### src/rtl/vesp_pkg.sv
// vesp1 shared constants: memory geometry, frame sync marker
// and the boot loader state encoding.
package vesp_pkg;

   localparam int WORD_SIZE = 16;
   localparam int ADDR_SIZE = 12;
   localparam logic [7:0] SYNC_BYTE = 8'hA5;

   typedef enum logic [3:0] {
      S_IDLE,
      S_ADDR_H,
      S_ADDR_L,
      S_CNT_H,
      S_CNT_L,
      S_DATA_H,
      S_DATA_L,
      S_WRITE,
      S_CSUM,
      S_DONE
   } ld_state_e;

endpackage

### src/rtl/vesp_boot_loader_if.sv
// Byte-stream input and program-memory write port of the
// vesp1 boot loader; master drives the stream and memory ready.
interface vesp_boot_loader_if;
   import vesp_pkg::*;

   logic                 in_valid;
   logic [7:0]           in_data;
   logic                 in_ready;
   logic                 mem_we;
   logic [ADDR_SIZE-1:0] mem_addr;
   logic [WORD_SIZE-1:0] mem_wdata;
   logic                 mem_ready;

   modport slave (
      input  in_valid, in_data, mem_ready,
      output in_ready, mem_we, mem_addr, mem_wdata
   );

   modport master (
      output in_valid, in_data, mem_ready,
      input  in_ready, mem_we, mem_addr, mem_wdata
   );

endinterface

### src/rtl/vesp_boot_timeout.sv
// Loadable down-counter watchdog: clr_i reloads, en_i counts
// down, expire_o flags the step that would reach zero.
module vesp_boot_timeout #(
   parameter int W = 10
) (
   input  logic         clk,
   input  logic         rst_n,
   input  logic [W-1:0] load_i,
   input  logic         clr_i,
   input  logic         en_i,
   output logic         expire_o
);

   logic [W-1:0] cnt_q, cnt_d;

   assign expire_o = en_i && !clr_i && (cnt_q == W'(1));

   always_comb begin
      cnt_d = cnt_q;
      if (clr_i)
         cnt_d = load_i;
      else if (en_i && cnt_q != '0)
         cnt_d = cnt_q - W'(1);
   end

   always_ff @(posedge clk or negedge rst_n) begin
      if (!rst_n)
         cnt_q <= '0;
      else
         cnt_q <= cnt_d;
   end

endmodule

### src/rtl/vesp_boot_loader.sv
// vesp1 program loader: parses SYNC/addr/count/words/csum frames
// into memory writes and releases the core on a good checksum.
module vesp_boot_loader
   import vesp_pkg::*;
#(
   parameter int TIMEOUT = 1023
) (
   input  logic                 clk,
   input  logic                 rst,
   vesp_boot_loader_if.slave    bus,
   output logic                 cpu_rst_n,
   output logic                 done,
   output logic                 err,
   output logic [ADDR_SIZE:0]   words_loaded
);

   localparam int TW = $clog2(TIMEOUT + 1);
   localparam logic [15:0] MAX_CNT = 16'(1 << ADDR_SIZE);

   ld_state_e            state_q, state_d;
   logic                 ready_q, ready_d;
   logic                 err_q, err_d;
   logic [7:0]           csum_q, csum_d;
   logic [7:0]           hi_q, hi_d;
   logic [ADDR_SIZE-1:0] addr_q, addr_d;
   logic [WORD_SIZE-1:0] wdata_q, wdata_d;
   logic [ADDR_SIZE:0]   rem_q, rem_d;
   logic [ADDR_SIZE:0]   wl_q, wl_d;

   logic        acc;
   logic [15:0] cnt_full;
   logic        to_en;
   logic        to_exp;

   assign acc      = bus.in_valid && ready_q;
   assign cnt_full = {hi_q, bus.in_data};

   // stalls in WRITE and the idle/done states never count
   assign to_en = !acc && state_q != S_IDLE
               && state_q != S_WRITE && state_q != S_DONE;

   vesp_boot_timeout #(
      .W (TW)
   ) u_timeout (
      .clk      (clk),
      .rst_n    (rst),
      .load_i   (TW'(TIMEOUT)),
      .clr_i    (acc),
      .en_i     (to_en),
      .expire_o (to_exp)
   );

   always_comb begin
      state_d = state_q;
      err_d   = 1'b0;
      csum_d  = csum_q;
      hi_d    = hi_q;
      addr_d  = addr_q;
      wdata_d = wdata_q;
      rem_d   = rem_q;
      wl_d    = wl_q;

      if (acc && state_q != S_IDLE)
         csum_d = csum_q + bus.in_data;

      unique case (state_q)
         S_IDLE: begin
            if (acc && bus.in_data == SYNC_BYTE) begin
               state_d = S_ADDR_H;
               csum_d  = '0;
               wl_d    = '0;
            end
         end
         S_ADDR_H: begin
            if (acc) begin
               hi_d    = bus.in_data;
               state_d = S_ADDR_L;
            end
         end
         S_ADDR_L: begin
            if (acc) begin
               addr_d  = ADDR_SIZE'({hi_q, bus.in_data});
               state_d = S_CNT_H;
            end
         end
         S_CNT_H: begin
            if (acc) begin
               hi_d    = bus.in_data;
               state_d = S_CNT_L;
            end
         end
         S_CNT_L: begin
            if (acc) begin
               if (cnt_full == '0) begin
                  state_d = S_CSUM;
               end else if (cnt_full > MAX_CNT) begin
                  err_d   = 1'b1;
                  state_d = S_IDLE;
               end else begin
                  rem_d   = cnt_full[ADDR_SIZE:0];
                  state_d = S_DATA_H;
               end
            end
         end
         S_DATA_H: begin
            if (acc) begin
               hi_d    = bus.in_data;
               state_d = S_DATA_L;
            end
         end
         S_DATA_L: begin
            if (acc) begin
               wdata_d = {hi_q, bus.in_data};
               state_d = S_WRITE;
            end
         end
         S_WRITE: begin
            if (bus.mem_ready) begin
               addr_d  = addr_q + ADDR_SIZE'(1);
               wl_d    = wl_q + (ADDR_SIZE+1)'(1);
               rem_d   = rem_q - (ADDR_SIZE+1)'(1);
               state_d = (rem_q == (ADDR_SIZE+1)'(1))
                       ? S_CSUM : S_DATA_H;
            end
         end
         S_CSUM: begin
            if (acc) begin
               if (csum_d == 8'h00) begin
                  state_d = S_DONE;
               end else begin
                  err_d   = 1'b1;
                  state_d = S_IDLE;
               end
            end
         end
         S_DONE: state_d = S_DONE;
         default: state_d = S_IDLE;
      endcase

      if (to_exp) begin
         err_d   = 1'b1;
         state_d = S_IDLE;
      end

      // one extra bubble after each write handshake
      ready_d = state_d != S_WRITE && state_d != S_DONE
             && state_q != S_WRITE;
   end

   always_ff @(posedge clk or negedge rst) begin
      if (!rst) begin
         state_q <= S_IDLE;
         ready_q <= 1'b0;
         err_q   <= 1'b0;
         csum_q  <= '0;
         hi_q    <= '0;
         addr_q  <= '0;
         wdata_q <= '0;
         rem_q   <= '0;
         wl_q    <= '0;
      end else begin
         state_q <= state_d;
         ready_q <= ready_d;
         err_q   <= err_d;
         csum_q  <= csum_d;
         hi_q    <= hi_d;
         addr_q  <= addr_d;
         wdata_q <= wdata_d;
         rem_q   <= rem_d;
         wl_q    <= wl_d;
      end
   end

   assign bus.in_ready  = ready_q;
   assign bus.mem_we    = state_q == S_WRITE;
   assign bus.mem_addr  = addr_q;
   assign bus.mem_wdata = wdata_q;
   assign done          = state_q == S_DONE;
   assign cpu_rst_n     = state_q == S_DONE;
   assign err           = err_q;
   assign words_loaded  = wl_q;

endmodule

### src/flat_wrapper.sv
// flat-port wrapper written by rule: the top's interface ports become plain ports
module vesp_boot_loader_flat import vesp_pkg::*;
#(
   parameter int TIMEOUT = 1023
)
  (clk, rst, cpu_rst_n, done, err, words_loaded, bus_in_valid, bus_in_data, bus_mem_ready, bus_in_ready, bus_mem_we, bus_mem_addr, bus_mem_wdata);
  vesp_boot_loader_if bus_i ();
  input  logic clk;
  input  logic rst;
  output logic cpu_rst_n;
  output logic done;
  output logic err;
  output logic [ADDR_SIZE:0] words_loaded;
  input wire logic [$bits(bus_i.in_valid)-1:0] bus_in_valid;
  input wire logic [$bits(bus_i.in_data)-1:0] bus_in_data;
  input wire logic [$bits(bus_i.mem_ready)-1:0] bus_mem_ready;
  output wire logic [$bits(bus_i.in_ready)-1:0] bus_in_ready;
  output wire logic [$bits(bus_i.mem_we)-1:0] bus_mem_we;
  output wire logic [$bits(bus_i.mem_addr)-1:0] bus_mem_addr;
  output wire logic [$bits(bus_i.mem_wdata)-1:0] bus_mem_wdata;
  assign bus_i.in_valid = bus_in_valid;
  assign bus_i.in_data = bus_in_data;
  assign bus_i.mem_ready = bus_mem_ready;
  assign bus_in_ready = bus_i.in_ready;
  assign bus_mem_we = bus_i.mem_we;
  assign bus_mem_addr = bus_i.mem_addr;
  assign bus_mem_wdata = bus_i.mem_wdata;
  vesp_boot_loader #(.TIMEOUT(TIMEOUT)) u_core (.clk(clk), .rst(rst), .bus(bus_i), .cpu_rst_n(cpu_rst_n), .done(done), .err(err), .words_loaded(words_loaded));
endmodule
### config.mk
export PLATFORM = sky130hd
export DESIGN_NAME = vesp_boot_loader_flat
export DESIGN_NICKNAME = d
export VERILOG_FILES = /design/src/rtl/vesp_pkg.sv /design/src/rtl/vesp_boot_loader_if.sv /design/src/rtl/vesp_boot_timeout.sv /design/src/rtl/vesp_boot_loader.sv /design/src/flat_wrapper.sv
export SDC_FILE = /design/constraint.sdc
export NUM_CORES = 1
export LEC_CHECK = 0
export CAP_MARGIN = 20
export CORE_AREA = 2 2 96 98
export CTS_CLUSTER_SIZE = 16
export DETAILED_ROUTE_END_ITERATION = 16
export DIE_AREA = 0 0 98 100
export GPL_TIMING_DRIVEN = 0
export PLACE_DENSITY = 0.79
export SLEW_MARGIN = 20
export SYNTH_ARGS = -nofsm -noshare
export SYNTH_HDL_FRONTEND = slang
export SYNTH_SLANG_ARGS = --single-unit
### constraint.sdc
create_clock -name clk -period 3 [get_ports clk]
set_input_delay 0.6 -clock clk [delete_from_list [all_inputs] [get_ports clk]]
set_output_delay 0.6 -clock clk [all_outputs]
set_load 0.01 [all_outputs]
==> metrics, run 1 <==
largest net degree at the start of global routing 53; Slew Viols, Final 0; Final setup viols 0; placed instance area 5480 um^2; Worst path top cell family by delay buffers and inverters; Die Wd 98 um; Worst Setup EP done; Avg Inst Size Synth 9.19 um^2; Stages on worst setup path 5; PortBufs 57; vias in the first global route 4,085; DRT Pass-1 Iters 5; clock buffer depth 2; Fill cells 710; Wirelength per Cell 17.7 um; Die ar. 9800 um^2; Synth cell types 60; syn_nets 542; ys flop type dfrtp_1; fmax 351 MHz; Syn Inst Count 516; Pleak 2.40 nW; Peak VDD IR 0.000501 V; R2R Setup Slk 0.23 ns; HP Class input pin to asynchronous set/reset pin; crit path buf inv count 4; Max FO, Critical Path 10; total gr overflow 0; num rows 35; clk_skew 0.0110 ns; post-synthesis register bit count 86; Reg clk slew, reported paths 0.10 ns; post-DR vias/cell 6.16; clk_lat worst skew 0.37 ns; Post-synth EDFFs 0; CP Launch Type flip-flop; Seq pwr share 0.385; Top Ports 58; reg2reg path depth 5; overall routing resource usage 0.260; share of the synthesized area in the top cell type 0.454; Num CTS Buffers 9; via count 4,318; outcome finished, final reports clean; Total Wirelength 12,400 um; drt initial violations 487; Comb power frac 0.448; Area Overhead vs Synth 20.8%; setup tns final 0 ns; worst reg2reg startpoint u_core.state_q[2]$_DFF_PN0_; RSZ-0062 raised after global routing no; initial antenna violation count 0; Pwr Density 901 nW/um^2; Post-route DRC 0; fin area 5730 um^2; NetSw 2.10 mW; final hold vios 0; kind of critical path flip-flop to output port; cell taking the most area after synthesis dfrtp_1; CTS Hold Buffers Added 0; H-tree levels 3; core footprint 8890 um^2; routability cong. 0.951; Routed Antenna Nets 0; first-pass GRT wire length 20,500 um; Initial Util 0.534; Rel. slew slack 0.352; Arrival @ worst endpoint 2.25 ns; CP endpoint kind output port; CP required 2.40 ns; total power of the final layout 5.16 mW; Reg-to-Reg End u_core.bus.mem_wdata[14]$_DFFE_PN0P_; Post-Syn Area 4740 um^2; layout cell share with drive strength beyond 1 0.115; Slew @ Worst Pin 0.964 ns; Post-synth ARST share 1.00; CP startpoint u_core.state_q[0]$_DFF_PN0_; worst-path cell chain buf_2 -> clkbuf_2 -> and3_1 -> buf_4 -> clkdlybuf4s50_1; YS warnings 0; CP max-delay cell clkdlybuf4s50_1; CTS tree yes; Final Critical Period 2.85 ns; sequential area share after synthesis 0.454; Post-DP HPWL 8890 um; Sw Share 0.407; Clk pwr share 0.166; clock root cell clkbuf_8; ant diodes 0; CP max stage delay 0.52 ns; fin crit share 0.949; Internal 3.06 mW; Die Span Y 100 um; Max Cap Violations 0; Synth area leaders dfrtp_1 45%, mux2_2 5.5%, a21oi_1 4.7%; nets 611; Sink Count 86
placed cells by master, fill, tap and decap left out, drive strengths merged, types with 8 or more instances in the layout:
cell type	synthesis	layout
inv	13	16
dfrtp	86	86
nor3	20	20
nor2	55	55
clkbuf	16	25
nand3	31	31
and3	9	9
ha	13	13
buf	9	11
o21ai	44	44
xnor2	10	10
nor4	8	8
a21oi	46	46
nand2	43	43
clkdlybuf4s50	0	52
mux2	23	23
xor2	10	10
state kept, by name (all words and copies together) (netlist names):
| name | flops |
|---|---|
| u_core.bus.in_ready | 1 |
| u_core.bus.mem_addr | 12 |
| u_core.bus.mem_wdata | 16 |
| u_core.csum_q | 8 |
| u_core.err | 1 |
| u_core.hi_q | 8 |
| u_core.rem_q | 13 |
| u_core.state_q | 4 |
| u_core.u_timeout.cnt_q | 10 |
| u_core.words_loaded | 13 |
power by group through the flow:
stage / combinational, mW / sequential [mW] / clock (mW)
after floorplan: 1.40 / 1.97 / 0
after global placement: 2.17 / 1.97 / 0
after detailed placement: 2.25 / 1.99 / 0
after CTS: 2.26 / 1.97 / 0.868
after global routing: 2.56 / 2.04 / 0.915
final: 2.32 / 1.99 / 0.860
area by class of cell:
type | instances | area [um^2] | area share
well taps | 111 | 139 | 0.0242
inverters | 13 | 51.3 | 0.00895
clock buffers | 9 | 124 | 0.0216
flip-flops and latches | 86 | 2150 | 0.376
plain buffers | 24 | 111 | 0.0194
repair buffers | 59 | 609 | 0.106
clock inverters | 7 | 81.3 | 0.0142
multi-input cells | 392 | 2460 | 0.430
stage by stage:
step / std cells / worst slack [ns] / hold WS [ns] / util
after floorplan: 516 / 0.621 / 0.304 / -
after global placement: 684 / -1.80 / 0.492 / 0.614
after CTS: 700 / 0.0282 / 0.195 / 0.640
final: 701 / 0.154 / 0.181 / 0.644
after global routing: 701 / 0.0608 / 0.220 / 0.644
after detailed placement: 685 / -0.431 / 0.495 / 0.616
routing by layer:
layer	vias up	track usage	routed length [um]
met3	31	0.0432	841
met2	175	0.418	6050
li1	2012	-	-
met4	0	0.0876	278
met1	2100	0.361	5230
met5	-	0	0
synth_stat cells (3+ instances only):
| library cell | number |
|---|---|
| a22oi_1 | 4 |
| nor2_1 | 55 |
| mux2i_1 | 3 |
| ha_1 | 13 |
| inv_1 | 12 |
| buf_2 | 3 |
| nand2b_1 | 7 |
| or4_1 | 5 |
| or3_1 | 4 |
| and4_1 | 3 |
| nor3_1 | 18 |
| a21oi_1 | 45 |
| dfrtp_1 | 86 |
| o21ai_0 | 43 |
| a31oi_1 | 7 |
| xnor2_1 | 10 |
| nand3_1 | 30 |
| mux2_2 | 23 |
| nand2_1 | 43 |
| clkbuf_1 | 16 |
| buf_4 | 3 |
| buf_1 | 3 |
| o22ai_1 | 7 |
| nor4_1 | 7 |
| and3_1 | 9 |
| o31ai_1 | 3 |
| nand4_1 | 4 |
| xor2_1 | 10 |
worst min path at each step:
stage,from,endpoint,slack (ns),cells after the start
finish,rst,u_core.bus.mem_addr[4]$_DFFE_PN0P_,0.18,1
detailed placement,u_core.bus.mem_wdata[7]$_DFFE_PN0P_,u_core.bus.mem_wdata[7]$_DFFE_PN0P_,0.50,1
global route,rst,u_core.u_timeout.cnt_q[8]$_DFFE_PN0P_,0.22,1
CTS,rst,u_core.bus.mem_addr[4]$_DFFE_PN0P_,0.20,1
global placement,u_core.bus.mem_wdata[1]$_DFFE_PN0P_,u_core.bus.mem_wdata[1]$_DFFE_PN0P_,0.49,1
floorplan,rst,u_core.bus.in_ready$_DFF_PN0_,0.30,0
cells by family after synthesis:
| group | Yosys count | synth area share |
|---|---|---|
| AOI/OAI and AO/OA | 131 | 0.162 |
| DFF | 86 | 0.454 |
| xor gates and xnor gates | 20 | 0.0369 |
| muxes | 26 | 0.0609 |
| adders and majority gates | 14 | 0.0385 |
| buffers and inverters | 38 | 0.0332 |
| and+or+nand+nor | 201 | 0.214 |
what timing repair did:
action	4_1_cts	5_1_grt
gates cloned	0	0
pin swaps	0	1
endpoints found under the setup margin	2	18
hold endpoints to repair	0	0
buffers inserted	0	1
resized for setup	4	11
No activity file was read; power rests on OpenSTA's default activity.
==> run 2: changes to the inputs <==
--- a/config.mk
+++ b/config.mk
@@ -6,12 +6,12 @@
 export NUM_CORES = 1
 export LEC_CHECK = 0
 export CAP_MARGIN = 20
-export CORE_AREA = 2 2 96 98
+export CORE_AREA = 2 2 98 100
 export CTS_CLUSTER_SIZE = 16
 export DETAILED_ROUTE_END_ITERATION = 16
-export DIE_AREA = 0 0 98 100
+export DIE_AREA = 0 0 100 102
 export GPL_TIMING_DRIVEN = 0
-export PLACE_DENSITY = 0.79
+export PLACE_DENSITY = 0.76
 export SLEW_MARGIN = 20
 export SYNTH_ARGS = -nofsm -noshare
 export SYNTH_HDL_FRONTEND = slang
==> run 2 against run 1 <==
  * First-iteration DRC count is 23% lower
  * Power down 1.3%
  * Cell count unchanged
  * Non-clock buffer count stayed put
  * Critical path depth unchanged
  * Fmax shrank 1.8%
  * Via count shrank 1.4%
  * Clock power fell by 4.9%
  * Die area grew 4.1%
  * Critical endpoint is now bus_mem_we
==> metrics, run 2 (synthesized netlist as in run 1, its figures left out) <==
H-tree levels 3 (unchanged); via count 4,259 (-1.4%); Reg-to-Reg End u_core.bus.mem_wdata[10]$_DFFE_PN0P_; drt initial violations 375 (-23%); core footprint 9110 um^2 (+2.5%); CP max stage delay 0.58 ns (+0.06 ns); overall routing resource usage 0.253 (-0.00646); Hold WS 0.153 ns (-0.0275 ns); Final Critical Period 2.90 ns (+0.0533 ns); kind of critical path flip-flop to output port; R2R Setup Slk 0.25 ns (+0.02 ns); Initial Util 0.521 (-0.0128); Rel. slew slack 0.340 (-0.0122); Post-route DRC 0 (unchanged); first-pass GRT wire length 20,300 um (-1.1%); worst reg2reg startpoint u_core.state_q[2]$_DFF_PN0_; fin crit share 0.966 (+0.0178); setup tns final 0 ns (unchanged); post-DR vias/cell 6.08 (-1.4%); RSZ-0062 raised after global routing no; area occupied by multi-input gates 2460 um^2 (-0.20%); Post-DP HPWL 8890 um (about the same); Sink Count 86 (unchanged); CP max-delay cell clkdlybuf4s50_1; routability cong. 0.916 (-3.7%); fmax 345 MHz (-1.8%); PortBufs 57 (unchanged); initial antenna violation count 0 (unchanged); Fill cells 794 (+12%); CP Launch Type flip-flop; Arrival @ worst endpoint 2.30 ns (+0.05 ns); commonest non-fill, non-tap cells in the layout 86 x dfrtp_1, 55 x nor2_1, 54 x clkdlybuf4s50_1; Die Wd 100 um (+2.0%); clock buffer depth 2 (unchanged); Num CTS Buffers 9 (unchanged); layout cell share with drive strength beyond 1 0.114 (-0.00169); Comb power frac 0.449 (about the same); nets 611 (unchanged); Die ar. 10,200 um^2 (+4.1%); outcome finished, final reports clean; pre-CTS setup slack -0.392 ns (+0.0391 ns); reg2reg path depth 5 (unchanged); DRT Pass-1 Iters 5 (unchanged); Area Overhead vs Synth 20.3%; setup ws final 0.101 ns (-0.0533 ns); Pleak 2.39 nW (-0.73%); Max Cap Violations 0 (unchanged); Max FO, Critical Path 10 (unchanged); Internal 2.98 mW (-2.8%); Routed Antenna Nets 0 (unchanged); most common cell after layout, fill and taps aside dfrtp_1; worst-path cell chain nor2b_4 -> nand3_2 -> inv_4 -> buf_2 -> clkdlybuf4s50_1; Reg clk slew, reported paths 0.10 ns (about the same); CP required 2.40 ns (about the same); CP startpoint u_core.state_q[1]$_DFF_PN0_; Peak VDD IR 0.000516 V (+3.0%); Slew Viols, Final 0 (unchanged); clock root cell clkbuf_8; max FFs per register 16 (unchanged); final hold vios 0 (unchanged); ant diodes 0 (unchanged); NetSw 2.12 mW (+0.86%); CP endpoint kind output port; sequential cell area 2150 um^2 (unchanged); Wirelength per Cell 17.9 um (+1.1%); Worst Setup EP bus_mem_we; HP Class input pin to asynchronous set/reset pin; Total Wirelength 12,500 um (+1.1%); total gr overflow 0 (unchanged); Clk pwr share 0.160 (-0.006); Seq pwr share 0.391 (+0.006); vias in the first global route 4,001 (-2.1%); CTS tree yes; Pwr Density 893 nW/um^2 (-0.92%); num rows 35 (unchanged); Slew @ Worst Pin 0.982 ns (+0.0181 ns); Die Span Y 102 um (+2.0%); Final setup viols 0 (unchanged); CTS Hold Buffers Added 0 (unchanged); clk_skew 0.0142 ns (+0.00323 ns); clk_lat worst skew 0.37 ns (about the same); Sw Share 0.416 (+0.00896); Top Ports 58 (unchanged); largest net degree at the start of global routing 58 (+9.4%)
run 2: layout make-up:
class,count,share of cell area
plain buffers,24,0.0189
clock buffers,9,0.0217
clock inverters,7,0.0121
inverters,13,0.00899
multi-input cells,392,0.430
flip-flops and latches,86,0.377
well taps,111,0.0243
repair buffers,59,0.107
run 2: layer usage:
metal	vias to the layer above	share of wire	track usage	routed length, um
met5	-	0	0	0
met4	0	0.016	0.0790	198
met3	23	0.067	0.0383	841
met2	178	0.48	0.407	5990
met1	2057	0.44	0.357	5500
li1	2001	-	-	-
run 2: worst min-delay path by stage:
| stage | from | endpoint |
|---|---|---|
| after floorplan | rst | u_core.bus.in_ready$_DFF_PN0_ |
| after global placement | u_core.bus.mem_wdata[6]$_DFFE_PN0P_ | u_core.bus.mem_wdata[6]$_DFFE_PN0P_ |
| after detailed placement | u_core.bus.mem_wdata[6]$_DFFE_PN0P_ | u_core.bus.mem_wdata[6]$_DFFE_PN0P_ |
| after CTS | rst | u_core.u_timeout.cnt_q[9]$_DFFE_PN0P_ |
| after global routing | rst | u_core.u_timeout.cnt_q[9]$_DFFE_PN0P_ |
| final | rst | u_core.u_timeout.cnt_q[1]$_DFFE_PN0P_ |
run 2: critical path, delay by kind of cell (launching register included):
kind                   cells  cell delay, ns
buffers and inverters      3            0.95
DFF                        1            0.48
and+or+nand+nor            2            0.50
run 2: power by group through the flow:
stage	registers (mW)	clock network [mW]	logic, mW
floorplan	1.97	0	1.40
global placement	1.97	0	2.18
detailed placement	2.00	0	2.25
CTS	1.97	0.834	2.26
global route	2.04	0.880	2.52
finish	1.99	0.818	2.29
run 2: through the flow:
stage / total power [mW] / cells / util / cell area (um^2)
after detailed placement: 4.25 / 685 / 0.602 / 5480
after global placement: 4.14 / 684 / 0.599 / 5450
after CTS: 5.07 / 701 / 0.623 / 5680
after global routing: 5.44 / 701 / 0.627 / 5710
final: 5.10 / 701 / 0.627 / 5710
after floorplan: 3.37 / 516 / - / 4740
run 2: what timing repair did:
| action | CTS | global route |
|---|---|---|
| buffers inserted | 1 | 0 |
| endpoints found under the setup margin | 1 | 19 |
| gates resized for setup | 2 | 9 |
